===== src/rtl/serdiv_radix_pkg.sv =====
// Shared types for the radix serial divider: opcode encoding, FSM states
// and the largest supported quotient-bits-per-cycle setting.
package serdiv_radix_pkg;

    localparam int unsigned DIV_MAX_BPC = 4;

    // Field order gives opcode bit2 = word, bit1 = remainder, bit0 = signed.
    typedef struct packed {
        logic word;
        logic rem;
        logic sgn;
    } div_op_t;

    localparam div_op_t DIV_OP_DIVU  = 3'b000;
    localparam div_op_t DIV_OP_DIV   = 3'b001;
    localparam div_op_t DIV_OP_REMU  = 3'b010;
    localparam div_op_t DIV_OP_REM   = 3'b011;
    localparam div_op_t DIV_OP_DIVUW = 3'b100;
    localparam div_op_t DIV_OP_DIVW  = 3'b101;
    localparam div_op_t DIV_OP_REMUW = 3'b110;
    localparam div_op_t DIV_OP_REMW  = 3'b111;

    typedef enum logic [1:0] {
        IDLE,
        DIVIDE,
        FINISH
    } div_state_e;

endpackage


===== src/rtl/serdiv_radix_if.sv =====
// Operand/result handshake bundle between the issue stage and the divider.
interface serdiv_radix_if
    import serdiv_radix_pkg::*;
#(
    parameter int unsigned WIDTH         = 64,
    parameter int unsigned TRANS_ID_BITS = 3
);
    logic [TRANS_ID_BITS-1:0] id_i;
    logic [WIDTH-1:0]         op_a_i;
    logic [WIDTH-1:0]         op_b_i;
    div_op_t                  opcode_i;
    logic                     in_vld_i;
    logic                     in_rdy_o;
    logic                     flush_i;
    logic                     out_vld_o;
    logic                     out_rdy_i;
    logic [TRANS_ID_BITS-1:0] id_o;
    logic [WIDTH-1:0]         res_o;

    modport slave (
        input  id_i, op_a_i, op_b_i, opcode_i, in_vld_i, flush_i, out_rdy_i,
        output in_rdy_o, out_vld_o, id_o, res_o
    );

    modport master (
        output id_i, op_a_i, op_b_i, opcode_i, in_vld_i, flush_i, out_rdy_i,
        input  in_rdy_o, out_vld_o, id_o, res_o
    );
endinterface


===== src/rtl/serdiv_radix_step.sv =====
// One combinational restoring-division step; a disabled step passes the
// partial remainder through untouched and yields a zero quotient bit.
module serdiv_radix_step #(
    parameter int unsigned WIDTH = 64
) (
    input  logic [WIDTH-1:0] rem_i,
    input  logic [WIDTH-1:0] div_i,
    input  logic             en_i,
    output logic [WIDTH-1:0] rem_o,
    output logic             q_o
);
    logic take;

    assign take  = en_i & (rem_i >= div_i);
    assign rem_o = take ? (rem_i - div_i) : rem_i;
    assign q_o   = take;
endmodule


===== src/rtl/serdiv_radix.sv =====
// Serial restoring divider retiring BITS_PER_CYCLE quotient bits per cycle,
// with early exit for trivial operands and RV64 word variants.
module serdiv_radix
    import serdiv_radix_pkg::*;
#(
    parameter int unsigned WIDTH          = 64,
    parameter int unsigned BITS_PER_CYCLE = 2,
    parameter int unsigned TRANS_ID_BITS  = 3
) (
    input logic           clk_i,
    input logic           rst_ni,
    serdiv_radix_if.slave bus
);
    localparam int unsigned CNT_W = $clog2(WIDTH) + 1;
    localparam int unsigned K     = (BITS_PER_CYCLE > DIV_MAX_BPC) ? DIV_MAX_BPC : BITS_PER_CYCLE;
    localparam logic [WIDTH-1:0] MIN_VAL = {1'b1, {(WIDTH-1){1'b0}}};

    function automatic logic [CNT_W-1:0] lzc(input logic [WIDTH-1:0] v);
        logic [CNT_W-1:0] n;
        n = CNT_W'(WIDTH);
        for (int unsigned i = 0; i < WIDTH; i++) begin
            if (v[i]) n = CNT_W'(WIDTH - 1 - i);
        end
        return n;
    endfunction

    function automatic logic [WIDTH-1:0] cond_neg(input logic [WIDTH-1:0] v, input logic neg);
        return neg ? (~v + WIDTH'(1)) : v;
    endfunction

    function automatic logic [WIDTH-1:0] sext_word(input logic [WIDTH-1:0] v);
        return {{(WIDTH-32){v[31]}}, v[31:0]};
    endfunction

    div_state_e               state_q, state_d;
    logic [TRANS_ID_BITS-1:0] id_q;
    logic                     rem_op_q, word_op_q, a_neg_q, q_neg_q;
    logic [WIDTH-1:0]         rem_q, div_q, quo_q;
    logic [CNT_W-1:0]         steps_q;

    // Accept-side operand conditioning
    logic signed [WIDTH-1:0] a_ext, b_ext;
    logic [WIDTH-1:0]        abs_a, abs_b;
    logic                    a_neg, b_neg, a_zero, b_zero, min_ovf, special, accept;
    logic [CNT_W-1:0]        lzc_a, lzc_b;
    logic signed [CNT_W:0]   shift;

    always_comb begin
        a_ext = bus.op_a_i;
        b_ext = bus.op_b_i;
        if (bus.opcode_i.word) begin
            a_ext = bus.opcode_i.sgn ? sext_word(bus.op_a_i) : {{(WIDTH-32){1'b0}}, bus.op_a_i[31:0]};
            b_ext = bus.opcode_i.sgn ? sext_word(bus.op_b_i) : {{(WIDTH-32){1'b0}}, bus.op_b_i[31:0]};
        end
    end

    assign a_neg   = bus.opcode_i.sgn & a_ext[WIDTH-1];
    assign b_neg   = bus.opcode_i.sgn & b_ext[WIDTH-1];
    assign abs_a   = cond_neg(a_ext, a_neg);
    assign abs_b   = cond_neg(b_ext, b_neg);
    assign lzc_a   = lzc(abs_a);
    assign lzc_b   = lzc(abs_b);
    assign shift   = $signed({1'b0, lzc_b}) - $signed({1'b0, lzc_a});
    assign a_zero  = (abs_a == '0);
    assign b_zero  = (abs_b == '0);
    assign min_ovf = bus.opcode_i.sgn & ~bus.opcode_i.word & (a_ext == MIN_VAL) & (b_ext == '1);
    assign special = b_zero | a_zero | min_ovf | (shift < 0);
    assign accept  = bus.in_vld_i & bus.in_rdy_o;

    // Iteration datapath: K chained steps, steps beyond the remaining count masked
    logic [WIDTH-1:0] rem_chain [K+1];
    logic [K-1:0]     qbit, step_en;
    logic [WIDTH-1:0] quo_step;
    logic [CNT_W-1:0] steps_next;
    logic             last_iter;

    assign rem_chain[0] = rem_q;

    for (genvar g = 0; g < K; g++) begin : g_step
        assign step_en[g] = (steps_q > CNT_W'(g));
        serdiv_radix_step #(.WIDTH(WIDTH)) u_step (
            .rem_i (rem_chain[g]),
            .div_i (div_q >> g),
            .en_i  (step_en[g]),
            .rem_o (rem_chain[g+1]),
            .q_o   (qbit[g])
        );
    end

    always_comb begin
        quo_step = quo_q;
        for (int unsigned j = 0; j < K; j++) begin
            if (step_en[j]) quo_step = {quo_step[WIDTH-2:0], qbit[j]};
        end
    end

    assign last_iter  = (steps_q <= CNT_W'(K));
    assign steps_next = last_iter ? '0 : (steps_q - CNT_W'(K));

    always_ff @(posedge clk_i or negedge rst_ni) begin
        if (!rst_ni) state_q <= IDLE;
        else         state_q <= state_d;
    end

    always_comb begin
        state_d = state_q;
        case (state_q)
            IDLE:    if (accept) state_d = special ? FINISH : DIVIDE;
            DIVIDE:  if (last_iter) state_d = FINISH;
            FINISH:  if (bus.out_rdy_i) state_d = IDLE;
            default: state_d = IDLE;
        endcase
        if (bus.flush_i) state_d = IDLE;
    end

    // Data registers carry no reset; outputs are gated by the FINISH state
    always_ff @(posedge clk_i) begin
        case (state_q)
            IDLE: begin
                if (accept) begin
                    id_q      <= bus.id_i;
                    rem_op_q  <= bus.opcode_i.rem;
                    word_op_q <= bus.opcode_i.word;
                    a_neg_q   <= a_neg;
                    q_neg_q   <= bus.opcode_i.sgn & (a_neg ^ b_neg) & ~b_zero;
                    rem_q     <= min_ovf ? '0 : abs_a;
                    div_q     <= abs_b << shift[CNT_W-1:0];
                    quo_q     <= b_zero ? '1 : (min_ovf ? MIN_VAL : '0);
                    steps_q   <= shift[CNT_W-1:0] + CNT_W'(1);
                end
            end
            DIVIDE: begin
                rem_q   <= rem_chain[K];
                div_q   <= div_q >> K;
                quo_q   <= quo_step;
                steps_q <= steps_next;
            end
            default: ;
        endcase
    end

    logic [WIDTH-1:0] res_full, res_fin;

    assign res_full = rem_op_q ? cond_neg(rem_q, a_neg_q) : cond_neg(quo_q, q_neg_q);
    assign res_fin  = word_op_q ? sext_word(res_full) : res_full;

    assign bus.in_rdy_o  = (state_q == IDLE) & ~bus.flush_i;
    assign bus.out_vld_o = (state_q == FINISH) & ~bus.flush_i;
    assign bus.res_o     = (state_q == FINISH) ? res_fin : '0;
    assign bus.id_o      = (state_q == FINISH) ? id_q : '0;
endmodule


===== src/flat_wrapper.sv =====
// flat-port wrapper written by rule: the top's interface ports become plain ports
module serdiv_radix_flat import serdiv_radix_pkg::*;
#(
    parameter int unsigned WIDTH          = 64,
    parameter int unsigned BITS_PER_CYCLE = 2,
    parameter int unsigned TRANS_ID_BITS  = 3
)
  (clk_i, rst_ni, bus_id_i, bus_op_a_i, bus_op_b_i, bus_opcode_i, bus_in_vld_i, bus_flush_i, bus_out_rdy_i, bus_in_rdy_o, bus_out_vld_o, bus_id_o, bus_res_o);
  serdiv_radix_if #(.WIDTH(WIDTH), .TRANS_ID_BITS(TRANS_ID_BITS)) bus_i ();
  input logic clk_i;
  input logic rst_ni;
  input wire logic [$bits(bus_i.id_i)-1:0] bus_id_i;
  input wire logic [$bits(bus_i.op_a_i)-1:0] bus_op_a_i;
  input wire logic [$bits(bus_i.op_b_i)-1:0] bus_op_b_i;
  input wire logic [$bits(bus_i.opcode_i)-1:0] bus_opcode_i;
  input wire logic [$bits(bus_i.in_vld_i)-1:0] bus_in_vld_i;
  input wire logic [$bits(bus_i.flush_i)-1:0] bus_flush_i;
  input wire logic [$bits(bus_i.out_rdy_i)-1:0] bus_out_rdy_i;
  output wire logic [$bits(bus_i.in_rdy_o)-1:0] bus_in_rdy_o;
  output wire logic [$bits(bus_i.out_vld_o)-1:0] bus_out_vld_o;
  output wire logic [$bits(bus_i.id_o)-1:0] bus_id_o;
  output wire logic [$bits(bus_i.res_o)-1:0] bus_res_o;
  assign bus_i.id_i = bus_id_i;
  assign bus_i.op_a_i = bus_op_a_i;
  assign bus_i.op_b_i = bus_op_b_i;
  assign bus_i.opcode_i = bus_opcode_i;
  assign bus_i.in_vld_i = bus_in_vld_i;
  assign bus_i.flush_i = bus_flush_i;
  assign bus_i.out_rdy_i = bus_out_rdy_i;
  assign bus_in_rdy_o = bus_i.in_rdy_o;
  assign bus_out_vld_o = bus_i.out_vld_o;
  assign bus_id_o = bus_i.id_o;
  assign bus_res_o = bus_i.res_o;
  serdiv_radix #(.WIDTH(WIDTH), .BITS_PER_CYCLE(BITS_PER_CYCLE), .TRANS_ID_BITS(TRANS_ID_BITS)) u_core (.clk_i(clk_i), .rst_ni(rst_ni), .bus(bus_i));
endmodule

===== config.mk =====
export PLATFORM = sky130hd
export DESIGN_NAME = serdiv_radix_flat
export DESIGN_NICKNAME = d
export VERILOG_FILES = /design/src/rtl/serdiv_radix_pkg.sv /design/src/rtl/serdiv_radix_if.sv /design/src/rtl/serdiv_radix_step.sv /design/src/rtl/serdiv_radix.sv /design/src/flat_wrapper.sv
export SDC_FILE = /design/constraint.sdc
export NUM_CORES = 2
export LEC_CHECK = 0
export ABC_AREA = 0
export CORE_MARGIN = 1
export CORE_UTILIZATION = 60
export DETAILED_ROUTE_END_ITERATION = 12
export PLACE_DENSITY = 0.91
export SLEW_MARGIN = 40
export SYNTH_ARGS = -nofsm -noshare
export SYNTH_HDL_FRONTEND = slang
export SYNTH_SLANG_ARGS = --single-unit

===== constraint.sdc =====
create_clock -name clk_i -period 9.25 [get_ports clk_i]
set_clock_uncertainty 0.2 [all_clocks]
set_input_delay 1.85 -clock clk_i [delete_from_list [all_inputs] [get_ports clk_i]]
set_output_delay 1.85 -clock clk_i [all_outputs]
set_load 0.02 [all_outputs]

==> metrics.cfg <==
[status]
status = finished, final reports clean

[worst_setup_path]
worstSetupStartpointType = input port
worstPathRequired_ns = 9.34
crit_path_end_kind = flip-flop
setup.worst_path.class = in2reg
crit_path_start = bus_op_a_i[22]
worstPathArrival_ns = 8.94
r2r-start = u_core.rem_q[0]
cp_max_fo = 19

[synthesis]
synthArstFlopShare_pct = 0.962
yosys_warnings = 0
synthTopCellsByArea = edfxtp_1 20%, o21ai_0 6.0%, ha_1 5.7%
syn_inst = 4242
synthDominantCellAreaShare_pct = 19.6
synth_nets = 4527
yosysTopAreaCell = edfxtp_1
synth_edf_count = 206
ys_ff_latch = 208
syn_avg_cell_area_um2 = 7.44
ys_types = 93
ys.flop_type = edfxtp_1
seq_area_frac_synth_pct = 19.8
synth_area_mm2 = 0.0316

[timing]
final-setup-viol-count = 0
worst_pin_slew_ns = 0.879
fmax_ghz = 0.113
rsz0062_at_grt = no
hold_violations = 0
whs_ns = 0.383
setup_tns_ns = 0
slew_violations = 0
period_share_pct = 95.8
period_minus_slack_ns = 8.86
setup_slack_ns = 0.391
slew_headroom_pct = 41.3

[drt]
vias_per_cell = 7.09
dr.pass1.iters = 9
num_vias = 36721
drt_iter0_markers = 5409
drc = 0
drt_wl_total_um = 129000
post_drt_wl_per_cell_um = 25.0
ant_nets = 0

[grt]
grt_pass1_vias = 32888
grt_pass1_wl_um = 196000
grt_max_degree = 100
grt-ovfl-total = 0
antenna_found_initial = 15
grt_usage_pct = 46.8

[floorplan]
rows = 83
initial_core_util_pct = 61.2
die_h_um = 231
die_area_mm2 = 0.0535
io-pin-count = 208
fp.coreArea_mm2 = 0.0516
die_w_um = 231

[clocking]
cts-htree-levels = 1
cts_made_buffers = 25
cts_tree = built
cts-resized-gates = 0
clk_path_buf_depth = 3
cts-hold-fix-buffers = 0
clkTransAtPathRegs_ns = 0.06
clkLatencyLatePin_ns = 0.58
cts-root-buf = clkbuf_16
cts_setup_buffers = 0
clock-sinks = 208

[placed_design]
gp_congestion = 1.14
dp_hpwl_um = 102000
preCtsSetupSlack_ns = -0.00316
portBuffers = 207

[worst_hold_path]
min_from = u_core.div_q[27]
min_path_type = reg2reg

[finish]
drive_gt1_share_pct = 10.2
areaGrowthSynthToFinish_pct = 16.0
finalNetCount = 4761

[flow_run]
cap_violations = 0

[sequential cells by signal, summed over array words and instances, names as in the netlist]
signal            flops
u_core.quo_q         64
u_core.rem_q         64
u_core.a_neg_q        1
u_core.state_q        2
u_core.rem_op_q       1
u_core.div_q         64
u_core.word_op_q      1
u_core.steps_q        7
u_core.id_q           3
u_core.q_neg_q        1
[metal layers]
layer  wire [µm]  GRT usage [%]  up-vias
li1            -              -    16523
met4        7990           25.6       20
met5         135              0        -
met3       17600           10.8      471
met1       48900           61.6    16917
met2       54900           70.5     2790
[cells in the final DEF, fill, tap and decap left out, types with 23 or more instances in the layout]
cell / count
nor2_1: 448
nand2_1: 377
o21ai_0: 375
a21oi_1: 309
buf_4: 268
clkdlybuf4s50_1: 206
edfxtp_1: 206
xnor2_1: 184
xor2_1: 159
inv_1: 152
mux2i_1: 149
ha_1: 143
nor3_1: 111
o31ai_1: 87
nand3_1: 83
o221ai_1: 78
a21o_1: 76
a211oi_1: 74
a31oi_1: 65
or3_1: 64
o22ai_1: 52
or4_1: 48
nand4_1: 46
nor4_1: 38
o211ai_1: 34
nand2b_1: 33
nor2b_1: 33
o21a_1: 32
and3_1: 31
o41ai_1: 31
or2_2: 28
o21bai_1: 28
mux2_2: 26
clkbuf_16: 25
and2_1: 23
a221oi_1: 23
[per-stage QoR]
step / utilization (%) / std cells / cell area, µm²
floorplan: - / 4242 / 31600
global placement: 69.2 / 5129 / 35700
detailed placement: 69.3 / 5129 / 35800
CTS: 70.9 / 5174 / 36600
global route: 71.0 / 5174 / 36600
finish: 71.0 / 5179 / 36600
[cells in the mapped netlist, types with 34 or more instances]
library cell    n
clkbuf_1      236
nor4_1         40
nand2b_1       34
nor3_1        112
a31oi_1        65
xnor2_1       190
a21oi_1       310
nand4_1        46
o21ai_0       376
a211oi_1       74
inv_1         153
or3_1          65
nand2_1       379
a21o_1         76
o22ai_1        52
o31ai_1        87
nor2_1        450
o221ai_1       78
mux2i_1       149
nor2b_1        36
edfxtp_1      206
ha_1          143
o211ai_1       34
xor2_1        161
or4_1          48
nand3_1        83
[final timing paths]
| path | slack [ns] | end | cells after the start |
|---|---|---|---|
| max | 0.39 | u_core.div_q[54] | 21 |
| min | 0.38 | u_core.div_q[25] | 1 |
| max reg2reg | 0.83 | u_core.rem_q[45] | 33 |
| min reg2reg | 0.38 | u_core.div_q[25] | 1 |
| max in group asynchronous | 7.37 | u_core.state_q[1] | 1 |
| min in group asynchronous | 1.29 | u_core.state_q[0] | 1 |
[cell type report]
cell class              instances  area (µm²)
diodes                          5        12.5
flip-flops and latches        208        6240
fillers                      4300       15000
clock inverters                15         185
well taps                     680         851
inverters                     156         598
multi-input cells            3600       23800
repair buffers                485        4270
clock buffers                  30         644
[logic make-up (layout without fill, tap and decap cells)]
logic type | count (synthesis) | count (layout) | share of synthesized area, %
DFF | 208 | 208 | 19.8
xor gates and xnor gates | 351 | 351 | 9.74
AOI/OAI and AO/OA | 1474 | 1474 | 30.6
adders and majority gates | 146 | 146 | 5.86
muxes | 194 | 194 | 7.01
other | 0 | 5 | 0
and+or+nand+nor | 1435 | 1435 | 21.8
buffers and inverters | 434 | 686 | 5.28
[worst max-delay path, cell delays in order]
cell,delay [ns]
clkdlybuf4s50_1,0.45
or4_1,0.68
or4_1,0.60
or4_1,0.55
buf_4,0.20
o31ai_1,0.27
xnor2_1,0.22
buf_4,0.22
nand2_1,0.10
nor3b_1,0.36
a21boi_0,0.17
o311a_1,0.35
o21ai_0,0.28
ha_1,0.41
a21o_1,0.32
xnor2_4,0.57
buf_4,0.28
mux2i_1,0.54
mux2i_1,0.21
o21ai_0,0.22
o22ai_1,0.09
Power is not shown: default switching activity piles up to over one toggle a cycle in this logic, so the estimate is an artifact.
